## config.mk

```make
export PLATFORM = sky130hd
export DESIGN_NAME = map_tile_arbiter
export DESIGN_NICKNAME = d
export VERILOG_FILES = /design/src/rtl/map_tile_arbiter.sv
export SDC_FILE = /design/constraint.sdc
export NUM_CORES = 1
export LEC_CHECK = 0
export CELL_PAD_IN_SITES_DETAIL_PLACEMENT = 0
export CELL_PAD_IN_SITES_GLOBAL_PLACEMENT = 1
export CORE_ASPECT_RATIO = 0.8
export CORE_MARGIN = 2
export CORE_UTILIZATION = 34
export DETAILED_ROUTE_END_ITERATION = 16
export GPL_TIMING_DRIVEN = 0
export MAX_ROUTING_LAYER = met4
export PLACE_DENSITY = 0.89
export SYNTH_ARGS = -nofsm -noshare
export SYNTH_HDL_FRONTEND = slang
export SYNTH_SLANG_ARGS = --single-unit
```

## constraint.sdc

```tcl
create_clock -name pixel_clk_in -period 3.06 [get_ports pixel_clk_in]
set_clock_uncertainty 0.15 [all_clocks]
set_input_delay 0.612 -clock pixel_clk_in [delete_from_list [all_inputs] [get_ports pixel_clk_in]]
set_output_delay 0.612 -clock pixel_clk_in [all_outputs]
set_load 0.01 [all_outputs]
```

## src/rtl/map_tile_arbiter.sv

```systemverilog
// Shares the single-port map tile BRAM between video pixel fetch and in-order collision queries.
// Define ARB_STATS_EN to add the stall_count_out / served_count_out statistics counters.
module map_tile_arbiter #(
  parameter int unsigned MAP_W      = 160,
  parameter int unsigned MAP_H      = 90,
  parameter int unsigned H_ACTIVE   = 1280,
  parameter int unsigned V_ACTIVE   = 720,
  parameter int unsigned RESP_DEPTH = 4,
  parameter logic [3:0]  OOB_TILE   = 4'd1,
  localparam int unsigned AW        = $clog2(MAP_W * MAP_H)
) (
  input  logic          pixel_clk_in,
  input  logic          rst_in,
  input  logic [10:0]   hcount_in,
  input  logic [9:0]    vcount_in,
  input  logic          q_valid_in,
  output logic          q_ready_out,
  input  logic [7:0]    q_tilex_in,
  input  logic [6:0]    q_tiley_in,
  output logic          r_valid_out,
  input  logic          r_ready_in,
  output logic [3:0]    r_tile_out,
  output logic          r_oob_out,
  output logic [AW-1:0] bram_addr_out,
  input  logic [3:0]    bram_dout_in,
`ifdef ARB_STATS_EN
  output logic [15:0]   stall_count_out,
  output logic [15:0]   served_count_out,
`endif
  output logic [3:0]    video_tile_out
);

  localparam int unsigned PW = $clog2(RESP_DEPTH);
  localparam int unsigned CW = PW + 1;

  logic          active;
  logic          q_oob;
  logic          accept;
  logic [AW-1:0] video_addr;
  logic [AW-1:0] query_addr;
  logic [CW-1:0] credit_used;

  logic          p1_valid_q, p1_oob_q;
  logic          p2_valid_q, p2_oob_q;

  logic [4:0]    fifo_mem_q [RESP_DEPTH];
  logic [PW-1:0] wr_ptr_q, rd_ptr_q;
  logic [CW-1:0] fifo_count_q;
  logic          push, pop;
  logic [3:0]    push_tile;

  always_comb begin
    active      = (hcount_in < 11'(H_ACTIVE)) && (vcount_in < 10'(V_ACTIVE));
    q_oob       = (q_tilex_in >= 8'(MAP_W)) || (q_tiley_in >= 7'(MAP_H));
    video_addr  = AW'(hcount_in[10:3]) + AW'(vcount_in[9:3]) * AW'(MAP_W);
    query_addr  = AW'(q_tilex_in) + AW'(q_tiley_in) * AW'(MAP_W);
    // Entries still in the BRAM pipe hold a FIFO slot, so the FIFO can never overflow.
    credit_used = fifo_count_q + CW'(p1_valid_q) + CW'(p2_valid_q);
    q_ready_out = !rst_in && !active && (credit_used < CW'(RESP_DEPTH));
    accept      = q_valid_in && q_ready_out;
    // Out-of-map queries leave the BRAM on the video address.
    bram_addr_out = (accept && !q_oob) ? query_addr : video_addr;
  end

  assign video_tile_out = bram_dout_in;

  // Two-stage tag pipe tracks the BRAM read latency.
  always_ff @(posedge pixel_clk_in or posedge rst_in) begin
    if (rst_in) begin
      p1_valid_q <= 1'b0;
      p1_oob_q   <= 1'b0;
      p2_valid_q <= 1'b0;
      p2_oob_q   <= 1'b0;
    end else begin
      p1_valid_q <= accept;
      p1_oob_q   <= accept && q_oob;
      p2_valid_q <= p1_valid_q;
      p2_oob_q   <= p1_oob_q;
    end
  end

  always_comb begin
    push        = p2_valid_q;
    push_tile   = p2_oob_q ? OOB_TILE : bram_dout_in;
    r_valid_out = (fifo_count_q != '0);
    pop         = r_valid_out && r_ready_in;
    {r_oob_out, r_tile_out} = fifo_mem_q[rd_ptr_q];
  end

  always_ff @(posedge pixel_clk_in or posedge rst_in) begin
    if (rst_in) begin
      for (int i = 0; i < RESP_DEPTH; i++) fifo_mem_q[i] <= '0;
      wr_ptr_q     <= '0;
      rd_ptr_q     <= '0;
      fifo_count_q <= '0;
    end else begin
      if (push) begin
        fifo_mem_q[wr_ptr_q] <= {p2_oob_q, push_tile};
        wr_ptr_q             <= wr_ptr_q + 1'b1;
      end
      if (pop) rd_ptr_q <= rd_ptr_q + 1'b1;
      if (push && !pop)      fifo_count_q <= fifo_count_q + 1'b1;
      else if (pop && !push) fifo_count_q <= fifo_count_q - 1'b1;
    end
  end

  always @(posedge pixel_clk_in) begin
    if (!rst_in) assert (!(push && !pop && (fifo_count_q == CW'(RESP_DEPTH))));
  end

`ifdef ARB_STATS_EN
  logic [15:0] stall_q, served_q;

  always_ff @(posedge pixel_clk_in or posedge rst_in) begin
    if (rst_in) begin
      stall_q  <= '0;
      served_q <= '0;
    end else begin
      if (q_valid_in && !q_ready_out && (stall_q != 16'hFFFF)) stall_q <= stall_q + 1'b1;
      if (pop) served_q <= served_q + 1'b1;
    end
  end

  assign stall_count_out  = stall_q;
  assign served_count_out = served_q;
`endif

endmodule
```

==> impl_results.md <==
* Number of global-route vias before repair at 2013
* Max-capacitance violation count at 0
* Final cell count without fillers at 402
* Final core utilization at 55.2%
* Final HPWL DP at 4.45 mm
* Drt first pass iters at 4
* Cell taking the most area after synthesis: dfrtp_1
* Met1 GRT Util at 22.3%
* Met2 GRT Util at 25.8%
* Synth top area cells: dfrtp_1, ha_1, xnor2_1, xor2_1, mux4_2
* Die W at 99.1 um
* Share of cells above drive strength 1 at 40.0%
* Cells after DPL at 377
* Startpoint types: input pin
* Final setup margin at -0.355 ns
* Rows at 27
* H-tree depth at 2
* Required time of the worst setup path at 2.30 ns
* GRT Util Overall at 16.5%
* Synth top area share at 31.6%
* Fin crit share at 112%
* Num ports at 69
* Maximum vdd drop at 0.258 mV
* DR WL/cell at 15.7 um
* DRT iter0 DRCs at 69
* Unique cell type count in the Yosys netlist at 34
* Die area at 7930 um^2
* GR peak layer: met2
* Cells after synthesis at 228
* Initial antenna violation count at 0
* Synth warn at 0
* Setup violators final at 14
* PortBufs at 62
* Post-Syn Area per Cell at 10.8 um^2
* M3 GR Usage at 3.77%
* Worst hold margin at 0.199 ns
* Remaining global-route overflow at 0
* Leakage at 1.71 nW
* Largest net degree at the start of global routing at 32
* Clk Latency, worst-skew pair at 0.28 ns
* Max Slew Vio Count at 0
* Max Fanout on Critical Path at 3
* Filler Cell Count at 563
* Most frequent cells in the layout: dfrtp_1, clkdlybuf4s50_1, nand2_1, o21ai_0, buf_4
* Via count at 1986
* Largest buffer count on any clock path at 2
* GP Congestion at 0.879
* Chip height at 80.0 um
* Final WL at 6.31 mm
* Antenna viol nets, final at 0
* Outcome: finished with violations
* Failing checks: negative setup slack
* Sequential fraction of the synthesis area at 31.6%
* Fin. Hold Viols at 0
* Final net count at 395
* CTS tree: yes
* Highest Clock Rate at 0.293 GHz
* Critical path class: input pin to output pin
* Worst Hold Depth at 0
* Initial Utilization at 35.5%
* Clock sinks at 31
* Yosys reg bits at 31
* Number of CTS-inserted buffers at 5
* Syn_nets at 309
* Core area at 6930 um^2
* Pwr/cell area at 588 nW/um^2
* Relative slew slack at 21.9%
* Post-route DRC violation count at 0
* Worst-margin pin slew at 1.17 ns
* Post-synthesis instance area at 2460 um^2
* R2R depth at 9
* Critical path data arrival time at 2.65 ns
* Synth-to-Final Area Change at 55.7%
* RSZ-0062 raised after global routing: yes
* CTS root buf: clkbuf_8
* HP Class: register to register
* Vias per inst at 4.94
* First-pass GRT wire length at 9.95 mm
* Worst setup EP type: output pin
* Tmin final at 3.42 ns
* # diodes at 0
* Clock-pin transition on the worst setup and hold timing paths at 0.06 ns
==> flip-flops by register name, indices dropped and copies added (netlist names) <==
| name | flops |
|---|---|
| fifo_mem_q | 20 |
| p1_valid_q | 1 |
| p2_oob_q | 1 |
| fifo_count_q | 3 |
| rd_ptr_q | 2 |
| wr_ptr_q | 2 |
| p1_oob_q | 1 |
| p2_valid_q | 1 |
==> stage by stage <==
step | power [W] | setup WS, ns | area (um^2) | setup TNS (ns)
2_1_floorplan | 0.00133 | 0.00106 | 2540 | 0
3_3_place_gp | 0.00170 | -1.32 | 3270 | -12.67
3_5_place_dp | 0.00174 | -1.31 | 3270 | -12.75
4_1_cts | 0.00224 | -0.356 | 3770 | -2.56
5_1_grt | 0.00242 | -0.439 | 3830 | -3.68
6_report | 0.00225 | -0.355 | 3830 | -2.40
==> logic make-up after synthesis <==
| family | Yosys count | synth area share (%) |
|---|---|---|
| flops | 31 | 31.6 |
| simple gates | 49 | 9.72 |
| compound gates | 45 | 11.6 |
| buf+inv | 14 | 3.41 |
| xor+xnor | 28 | 9.98 |
| fa+ha+maj | 37 | 20.4 |
| mux | 24 | 13.4 |
==> synthesized netlist by cell type <==
cell	count
nor2_1	8
nand2b_1	3
o211a_1	2
a2111oi_4	1
nor2b_1	2
buf_4	4
inv_1	6
buf_1	1
o21ai_0	22
mux2i_1	7
nand2_4	1
a211oi_1	2
o21bai_1	2
fa_1	5
xor2_1	13
nor3b_1	2
o21ai_1	1
nand3_1	5
a21o_1	4
buf_12	1
mux4_2	5
a21oi_2	1
or3_2	1
mux2_4	3
nor2_8	1
o21a_1	1
dfrtp_1	31
nor3_1	1
a21oi_1	9
ha_1	32
xnor2_1	15
clkbuf_1	2
nand2_1	25
mux2_2	9
==> where the power goes <==
part           switching (W)  internal [W]
Clock               0.000148      0.000205
Combinational       0.000518      0.000671
Sequential          0.000131      0.000578
==> worst max-delay path: stages <==
cell,delay (ns)
buf_8,0.11
ha_4,0.24
ha_4,0.16
fa_2,0.37
a21o_1,0.20
a21oi_2,0.16
xnor2_2,0.13
nand3_1,0.12
xnor2_1,0.15
mux2i_1,0.21
buf_2,0.18
==> cell type report <==
class | instances | area [um^2] | share of cell area, %
Buffer | 7 | 57.6 | 1.50
Tap cell | 87 | 109 | 2.84
Timing Repair Buffer | 80 | 731 | 19.1
Clock buffer | 8 | 100 | 2.62
Multi-Input combinational cell | 183 | 2030 | 53.0
Sequential cell | 31 | 777 | 20.3
Inverter | 6 | 22.5 | 0.589
==> what timing repair did <==
action	4_1_cts	5_1_grt
resized for setup	167	19
pin swaps	33	14
buffers inserted	14	5
endpoints found under the setup margin	15	16
hold buffers	0	0
cloned	1	0
==> metal layers <==
layer | vias up | wire, um
met2 | 50 | 2910
met5 | - | 0
li1 | 969 | -
met3 | 5 | 259
met1 | 962 | 3100
met4 | 0 | 38
==> path summary, 6_finish.rpt <==
kind	from	to	slack [ns]
worst max-delay path	vcount_in[6]	bram_addr_out[13]	-0.36
worst min-delay path	p1_oob_q	p2_oob_q	0.20
worst max register to register	fifo_count_q[0]	fifo_count_q[2]	0.67
worst min register to register	p1_oob_q	p2_oob_q	0.20
max in group asynchronous	rst_in	fifo_count_q[0]	1.11
min in group asynchronous	rst_in	p1_valid_q	0.88
No activity file was read; power rests on OpenSTA's default activity.
